[src/rtl/s38417_tag_slot_bank.sv]
// s38417_tag_slot_bank: three-slot tag store with a rotating one-hot slot
// selector, a combinational tag mux and a registered, holding match flag.
module s38417_tag_slot_bank #(
    parameter int TAG_W = 9,
    parameter int NSLOT = 3
) (
    input  logic             CK,
    input  logic             RN,
    input  logic             wr_valid,
    output logic             wr_ready,
    input  logic [TAG_W-1:0] wr_tag,
    input  logic             clr,
    input  logic             adv,
    input  logic             cmp_en,
    input  logic [TAG_W-1:0] key,
    output logic [NSLOT-1:0] slot_sel,
    output logic [TAG_W-1:0] sel_tag,
    output logic [1:0]       count,
    output logic             match,
    output logic             match_vld
);

    typedef enum logic [1:0] {
        EMPTY = 2'd0,
        PART  = 2'd1,
        FULL  = 2'd2
    } state_t;

    state_t           state_r;
    logic [TAG_W-1:0] slot_r [NSLOT];
    logic [1:0]       count_r;
    logic [1:0]       wr_ptr_r;
    logic [NSLOT-1:0] sel_r;
    logic             match_r;
    logic             match_vld_r;
    logic             accept_s;
    logic             wr_ready_s;
    logic [TAG_W-1:0] sel_tag_s;

    // Rotate the one-hot select over the valid slots only; with fewer than
    // two valid slots there is nowhere to go, so the select holds.
    function automatic logic [NSLOT-1:0] next_sel(input logic [NSLOT-1:0] sel,
                                                 input logic [1:0]       cnt);
        logic [NSLOT-1:0] nxt;
        case (cnt)
            2'd2:    nxt = (sel == 3'b001) ? 3'b010 : 3'b001;
            2'd3:    nxt = {sel[1:0], sel[2]};
            default: nxt = sel;
        endcase
        return nxt;
    endfunction

    // Write handshake: a full bank or a flush in progress refuses writes.
    always_comb begin
        wr_ready_s = 1'b0;
        accept_s   = 1'b0;
        if ((state_r != FULL) && !clr) begin
            wr_ready_s = 1'b1;
            accept_s   = wr_valid;
        end else begin
            wr_ready_s = 1'b0;
            accept_s   = 1'b0;
        end
    end

    // Tag mux for the selected slot; a slot beyond the valid count reads as 0.
    always_comb begin
        sel_tag_s = {TAG_W{1'b0}};
        case (sel_r)
            3'b001:  sel_tag_s = (count_r > 2'd0) ? slot_r[0] : {TAG_W{1'b0}};
            3'b010:  sel_tag_s = (count_r > 2'd1) ? slot_r[1] : {TAG_W{1'b0}};
            3'b100:  sel_tag_s = (count_r > 2'd2) ? slot_r[2] : {TAG_W{1'b0}};
            default: sel_tag_s = {TAG_W{1'b0}};
        endcase
    end

    // Occupancy FSM: flush empties the bank, accepted writes fill it.
    always_ff @(posedge CK or negedge RN) begin
        if (!RN) begin
            state_r <= EMPTY;
        end else if (clr) begin
            state_r <= EMPTY;
        end else if (accept_s) begin
            case (state_r)
                EMPTY:   state_r <= PART;
                PART:    state_r <= (count_r == 2'd2) ? FULL : PART;
                FULL:    state_r <= FULL;
                default: state_r <= EMPTY;
            endcase
        end else begin
            state_r <= state_r;
        end
    end

    // Slot storage, pointers, select and compare; clr overrides every other
    // event, and adv/compare both act on the values held before this edge.
    always_ff @(posedge CK or negedge RN) begin
        if (!RN) begin
            for (int i = 0; i < NSLOT; i++) begin
                slot_r[i] <= {TAG_W{1'b0}};
            end
            count_r     <= 2'd0;
            wr_ptr_r    <= 2'd0;
            sel_r       <= 3'b001;
            match_r     <= 1'b0;
            match_vld_r <= 1'b0;
        end else if (clr) begin
            for (int i = 0; i < NSLOT; i++) begin
                slot_r[i] <= {TAG_W{1'b0}};
            end
            count_r     <= 2'd0;
            wr_ptr_r    <= 2'd0;
            sel_r       <= 3'b001;
            match_r     <= 1'b0;
            match_vld_r <= 1'b0;
        end else begin
            if (accept_s) begin
                for (int i = 0; i < NSLOT; i++) begin
                    if (wr_ptr_r == i[1:0]) begin
                        slot_r[i] <= wr_tag;
                    end
                end
                wr_ptr_r <= wr_ptr_r + 2'd1;
                count_r  <= count_r + 2'd1;
            end
            if (adv) begin
                sel_r <= next_sel(sel_r, count_r);
            end
            if (cmp_en) begin
                match_r     <= (count_r != 2'd0) && (key == sel_tag_s);
                match_vld_r <= 1'b1;
            end
        end
    end

    assign wr_ready  = wr_ready_s;
    assign slot_sel  = sel_r;
    assign sel_tag   = sel_tag_s;
    assign count     = count_r;
    assign match     = match_r;
    assign match_vld = match_vld_r;

endmodule

[config.mk]
export PLATFORM = sky130hd
export DESIGN_NAME = s38417_tag_slot_bank
export DESIGN_NICKNAME = d
export VERILOG_FILES = /design/src/rtl/s38417_tag_slot_bank.sv
export SDC_FILE = /design/constraint.sdc
export NUM_CORES = 1
export LEC_CHECK = 0
export ABC_AREA = 1
export BUFFER_PORTS_ARGS = -buffer_cell sky130_fd_sc_hd__buf_2
export CAP_MARGIN = 10
export CELL_PAD_IN_SITES_DETAIL_PLACEMENT = 2
export CELL_PAD_IN_SITES_GLOBAL_PLACEMENT = 2
export CORE_ASPECT_RATIO = 1.4
export CORE_MARGIN = 4
export CORE_UTILIZATION = 35
export DETAILED_ROUTE_END_ITERATION = 10
export GPL_ROUTABILITY_DRIVEN = 0
export PLACE_DENSITY = 0.9
export SLEW_MARGIN = 5
export SYNTH_ARGS = -nofsm -noshare
export SYNTH_HDL_FRONTEND = slang
export SYNTH_SLANG_ARGS = --single-unit
export TNS_END_PERCENT = 5
[constraint.sdc]
create_clock -name CK -period 2.8 [get_ports CK]
set_clock_uncertainty 0.2 [all_clocks]
set_input_delay 0.42 -clock CK [delete_from_list [all_inputs] [get_ports CK]]
set_output_delay 0.42 -clock CK [all_outputs]
set_load 0.01 [all_outputs]
==> metrics, run 1 <==
status=finished clean; HPWL Detailed=5.52 mm; relative slew slack=0.403; Setup crit end kind=output port; Cells after Synth=283; first-pass iteration count of the detailed router=4; FP Rows=34; H-Tree Depth=2; Worst setup SP type=register; Max Cap Violations=0; layout cells sized above 1=0.250; Die Y=104 um; largest net degree at the start of global routing=39; # DRC=0; pwr/cell area=566 nW/um2; most frequent cells in the layout=57 x nand2_1, 52 x inv_1, 40 x buf_2, 37 x dfrtp_1, 28 x nor2_1; first-pass GRT wire length=12.3 mm; Hold WS=0.0476 ns; antenna-violating nets left=0; post-synthesis cell type count=30; Final min period=2.58 ns; Setup TNS Final=0 ns; worst-path fanout max=15; crit path DAT=1.96 ns; P&R area growth vs syn=16.3%; Mapped Area=2280 um2; Tightest Pin Transition=0.896 ns; io pins=41; initial detailed-routing violation count=112; crit path kind=reg -> out; Root Buffer=clkbuf_8; pre-CTS setup slack=0.601 ns; Die X=76.3 um; Post-CTS Hold Fix Bufs=0; unrepaired setup endpoints after global routing=no; Avg WL per Cell=19.2 um; Ys Warns=0; Yosys top cell by area=dfrtp_1; Hold/Removal Path Class=in -> async; Seq/Total Area, Yosys=0.417; I/O Buffers=40; final hold vios=0; Period Utilization, post-route=0.922; area of the core=6300 um2; VDD IR-drop max=0.000380 V; total gr overflow=0; WL final=7.59 mm; total power=0.00150 W; #FFs+latches synth=38; # setup viols final=0; P_leak=1.49 nW; Slew Limit Fails=0; vias per cell=5.21; CTS max path bufs=2; Clock transition at path regs=0.08 ns; Post-CTS Resized=0; Final nets=355; Ant. Diodes=0; top cell type's share of synthesized area=0.405; postcts setup bufs=0; fmax=387 MHz; vias in the first global route=2290; Die Area=7900 um2; Tot GR Track Use=0.196; top post-synthesis cells by area=dfrtp_1 41%, mux2_2 10%, nand2_1 9.4%; most common cell after layout, fill and taps aside=nand2_1; CP Data Required Time=2.18 ns; Filler Cells Inserted=747; total CTS buffers=5; initial antenna violation count=0; Worst-Skew Late Latency=0.30 ns; Starting Density=0.363; CTS tree=yes; syn nets=315; via count=2063; CTS Sinks=38; Final WS setup=0.219 ns; post-layout util=0.422; Post-Syn Area per Cell=8.07 um2
[per-layer routing]
layer  up-vias  track usage  routed length, um
met1      1037        0.229               3170
met4         0       0.0596                155
met5         -            0                  0
met3         9       0.0330                216
li1        978            -                  -
met2        39        0.362               4050
[final cells by class]
cell class	count	area (um2)	area share
sequential	38	952	0.358
tap	72	90.1	0.0339
timing repair buffer	41	208	0.0782
inverter	53	199	0.0749
multi-input combinational	184	1060	0.401
clock inverter	2	60.1	0.0226
clock buffer	6	82.6	0.0311
[cell families after synthesis]
| group | Yosys count | share of synthesized area |
|---|---|---|
| and+or+nand+nor | 136 | 0.269 |
| xor gates and xnor gates | 1 | 0.00384 |
| DFF | 38 | 0.417 |
| buffers and inverters | 61 | 0.117 |
| AOI/OAI and AO/OA | 18 | 0.0460 |
| adders and majority gates | 8 | 0.0438 |
| muxes | 21 | 0.104 |
[cell usage after synthesis, drive strengths merged]
library cell,number
a21oi,3
a221oi,1
buf,4
clkbuf,4
dfrtp,37
dfstp,1
ha,8
inv,53
mux2,21
nand2,60
nand3,28
nand3b,3
nand4,11
nor2,32
nor3,2
o21ai,11
o22ai,1
o31ai,1
o41ai,1
xor2,1
[power breakdown]
| group | internal [W] | switching (W) | total (W) |
|---|---|---|---|
| Sequential | 0.000598 | 0.0000424 | 0.000641 |
| Clock | 0.000380 | 0.000215 | 0.000595 |
| Combinational | 0.0000985 | 0.000168 | 0.000267 |
| Total | 0.00108 | 0.000425 | 0.00150 |
[worst paths after layout]
check | startpoint | to | slack (ns) | depth (start not counted)
max reg2reg | count[0] | match | 0.63 | 13
min in group CK | cmp_en | match_vld | 0.17 | 3
min reg2reg | match_vld | match_vld | 0.31 | 2
max | slot_sel[2] | sel_tag[7] | 0.22 | 6
min | RN | slot_r[12] | 0.05 | 1
max in group asynchronous | RN | slot_r[6] | 1.79 | 1
[through the flow]
stage               cell area (um2)  cells
finish                         2660    396
global route                   2660    396
CTS                            2660    396
floorplan                      2280    283
detailed placement             2510    388
global placement               2510    388
[worst max-delay path: stages, from the launching register on]
cell     delay, ns
dfrtp_1       0.60
nor2_2        0.44
nand2_1       0.13
inv_1         0.11
nand3_1       0.11
nand3_2       0.13
buf_2         0.14
[flip-flops by register name, summed over array words and instances (netlist names)]
signal	count
wr_ptr_r	2
match_vld	1
slot_sel	3
count	2
slot_r	27
state_r	2
match	1
Note: power is estimated with default switching activity, not from simulation.
==> run 2, diff against run 1 <==
--- a/config.mk
+++ b/config.mk
@@ -7,10 +7,10 @@
 export LEC_CHECK = 0
 export ABC_AREA = 1
 export BUFFER_PORTS_ARGS = -buffer_cell sky130_fd_sc_hd__buf_2
-export CAP_MARGIN = 10
+export CAP_MARGIN = 30
 export CELL_PAD_IN_SITES_DETAIL_PLACEMENT = 2
 export CELL_PAD_IN_SITES_GLOBAL_PLACEMENT = 2
-export CORE_ASPECT_RATIO = 1.4
+export CORE_ASPECT_RATIO = 0.6
 export CORE_MARGIN = 4
 export CORE_UTILIZATION = 35
 export DETAILED_ROUTE_END_ITERATION = 10
==> constraint.sdc (replaced) <==
create_clock -name CK -period 2.8 [get_ports CK]
set_clock_uncertainty 0.2 [all_clocks]
set_input_delay 0.7 -clock CK [delete_from_list [all_inputs] [get_ports CK]]
set_output_delay 0.7 -clock CK [all_outputs]
set_load 0.01 [all_outputs]
==> metrics, run 2 (synthesis results as in run 1) <==
WL final=7.53 mm; I/O Buffers=40; Period Utilization, post-route=0.954; Clock transition at path regs=0.07 ns; antenna-violating nets left=0; non-filler cells, final=414; Setup crit end kind=output port; first-pass iteration count of the detailed router=4; total CTS buffers=5; Root Buffer=clkbuf_8; via count=2066; Worst-Skew Late Latency=0.28 ns; Final nets=361; relative slew slack=0.666; Worst setup SP type=register; initial antenna violation count=0; crit path kind=reg -> out; FP Rows=22; P_int=0.000886 W; VDD IR-drop max=0.000235 V; critical path's largest stage delay=0.53 ns; Final min period=2.67 ns; Reg2Reg Setup Slack=0.69 ns; Clock power frac=0.287; Final WS setup=0.130 ns; CP Data Required Time=1.90 ns; P_leak=1.50 nW; first-pass GRT wire length=12.7 mm; # setup viols final=0; total gr overflow=0; max reg flops=27; # DRC=0; pre-CTS setup slack=0.364 ns; Setup TNS Final=0 ns; io pins=41; power share of the combinational group=0.221; CTS max path bufs=2; worst-path fanout max=10; Die X=112 um; layout cells sized above 1=0.261; reg-to-reg critical path endpoint=match; switching share of power=0.313; Die Y=70.6 um; RR Startpoint=count[0]; HPWL Detailed=5.74 mm; status=finished clean; Ant. Diodes=0; unrepaired setup endpoints after global routing=no; kind of cell adding the most delay to the critical path=simple AND/OR/NAND/NOR gates; Tot GR Track Use=0.205; initial detailed-routing violation count=106; CTS Sinks=38; vias in the first global route=2416; hold path depth=2; Starting Density=0.367; Slew Limit Fails=0; P&R area growth vs syn=17.9%; area of the core=6220 um2; pwr/cell area=480 nW/um2; H-Tree Depth=2; CTS tree=yes; CP cell instances=nor2_4, nand2_1, inv_1, nand3_1, nand3_2, buf_2; largest net degree at the start of global routing=39; CP bufs+invs=2; min-delay src=match_vld; Net Switching=0.000405 W; Max Cap Violations=0; Die Area=7920 um2; R2R depth=11; Seq pwr share=0.493; final hold vios=0; fmax=375 MHz; placed cells=404; crit path DAT=1.77 ns; critical path's slowest cell=dfrtp_1; Hold/Removal Path Class=reg -> reg; Avg WL per Cell=18.2 um; most common cell after layout, fill and taps aside=nand2_1; vias per cell=4.99; Tightest Pin Transition=0.500 ns; WHS Endpoint=match_vld; most frequent cells in the layout=57 x nand2_1, 52 x inv_1, 40 x buf_2, 37 x dfrtp_1; Most flops, register=slot_r
[run 2: cell types whose count changed in the layout (fill, tap and decap cells not counted), sizes merged]
| cell | before | now |
|---|---|---|
| dlygate4sd3 | 0 | 1 |
| buf | 41 | 46 |
| clkbuf | 6 | 8 |
| bufinv | 2 | 0 |
[run 2: worst max-delay path by stage]
stage                      startpoint         end  slack (ns)  cells past startpoint
after floorplan              count[1]  sel_tag[0]        0.55                      7
after global placement       count[1]  sel_tag[8]        0.45                      8
after detailed placement     count[0]  sel_tag[6]        0.36                      6
after CTS                    count[0]  sel_tag[7]        0.01                      6
after global routing         count[1]  sel_tag[8]        0.01                      8
final                     slot_sel[2]  sel_tag[7]        0.13                      6
[run 2: cell type report]
| cell class | instances | area [um2] |
|---|---|---|
| fillers | 741 | 3530 |
| multi-input cells | 184 | 1090 |
| flip-flops and latches | 38 | 952 |
| repair buffers | 47 | 268 |
| inverters | 53 | 199 |
| well taps | 84 | 105 |
| clock buffers | 8 | 80.1 |
[run 2: layer usage]
layer | wire [um] | track usage | up-vias
met1 | 3550 | 0.273 | 1039
met3 | 358 | 0.0487 | 2
met2 | 3610 | 0.347 | 34
li1 | - | - | 991
met4 | 9 | 0.0333 | 0
met5 | 0 | 0 | -
[run 2: power by group through the flow]
stage / clock network (W) / logic, W / registers, W
final: 0.000370 / 0.000285 / 0.000636
after global placement: 0 / 0.000256 / 0.000640
after global routing: 0.000412 / 0.000322 / 0.000642
after detailed placement: 0 / 0.000270 / 0.000646
after CTS: 0.000378 / 0.000276 / 0.000635
after floorplan: 0 / 0.000168 / 0.000635
[run 2: tightest hold or removal path, cell delays in order, from the launching register on]
cell	delay (ns)
dfrtp_1	0.35
nor2_1	0.04
nor2_1	0.07
[run 2: through the flow]
stage	total power (W)	util	area [um2]	hold WS, ns
floorplan	0.000803	-	2280	0.204
global placement	0.000896	0.411	2560	0.276
detailed placement	0.000916	0.411	2560	0.288
CTS	0.00129	0.425	2640	0.306
global route	0.00138	0.433	2690	0.331
finish	0.00129	0.433	2690	0.300
[run 2: timing repair]
| item | 4_1_cts | 5_1_grt |
|---|---|---|
| buffers inserted | 0 | 0 |
| endpoints found under the hold margin | 0 | 2 |
| gates cloned | 0 | 0 |
| setup endpoints to repair | 1 | 9 |
| hold buffers | 0 | 1 |
| resized for setup | 1 | 4 |
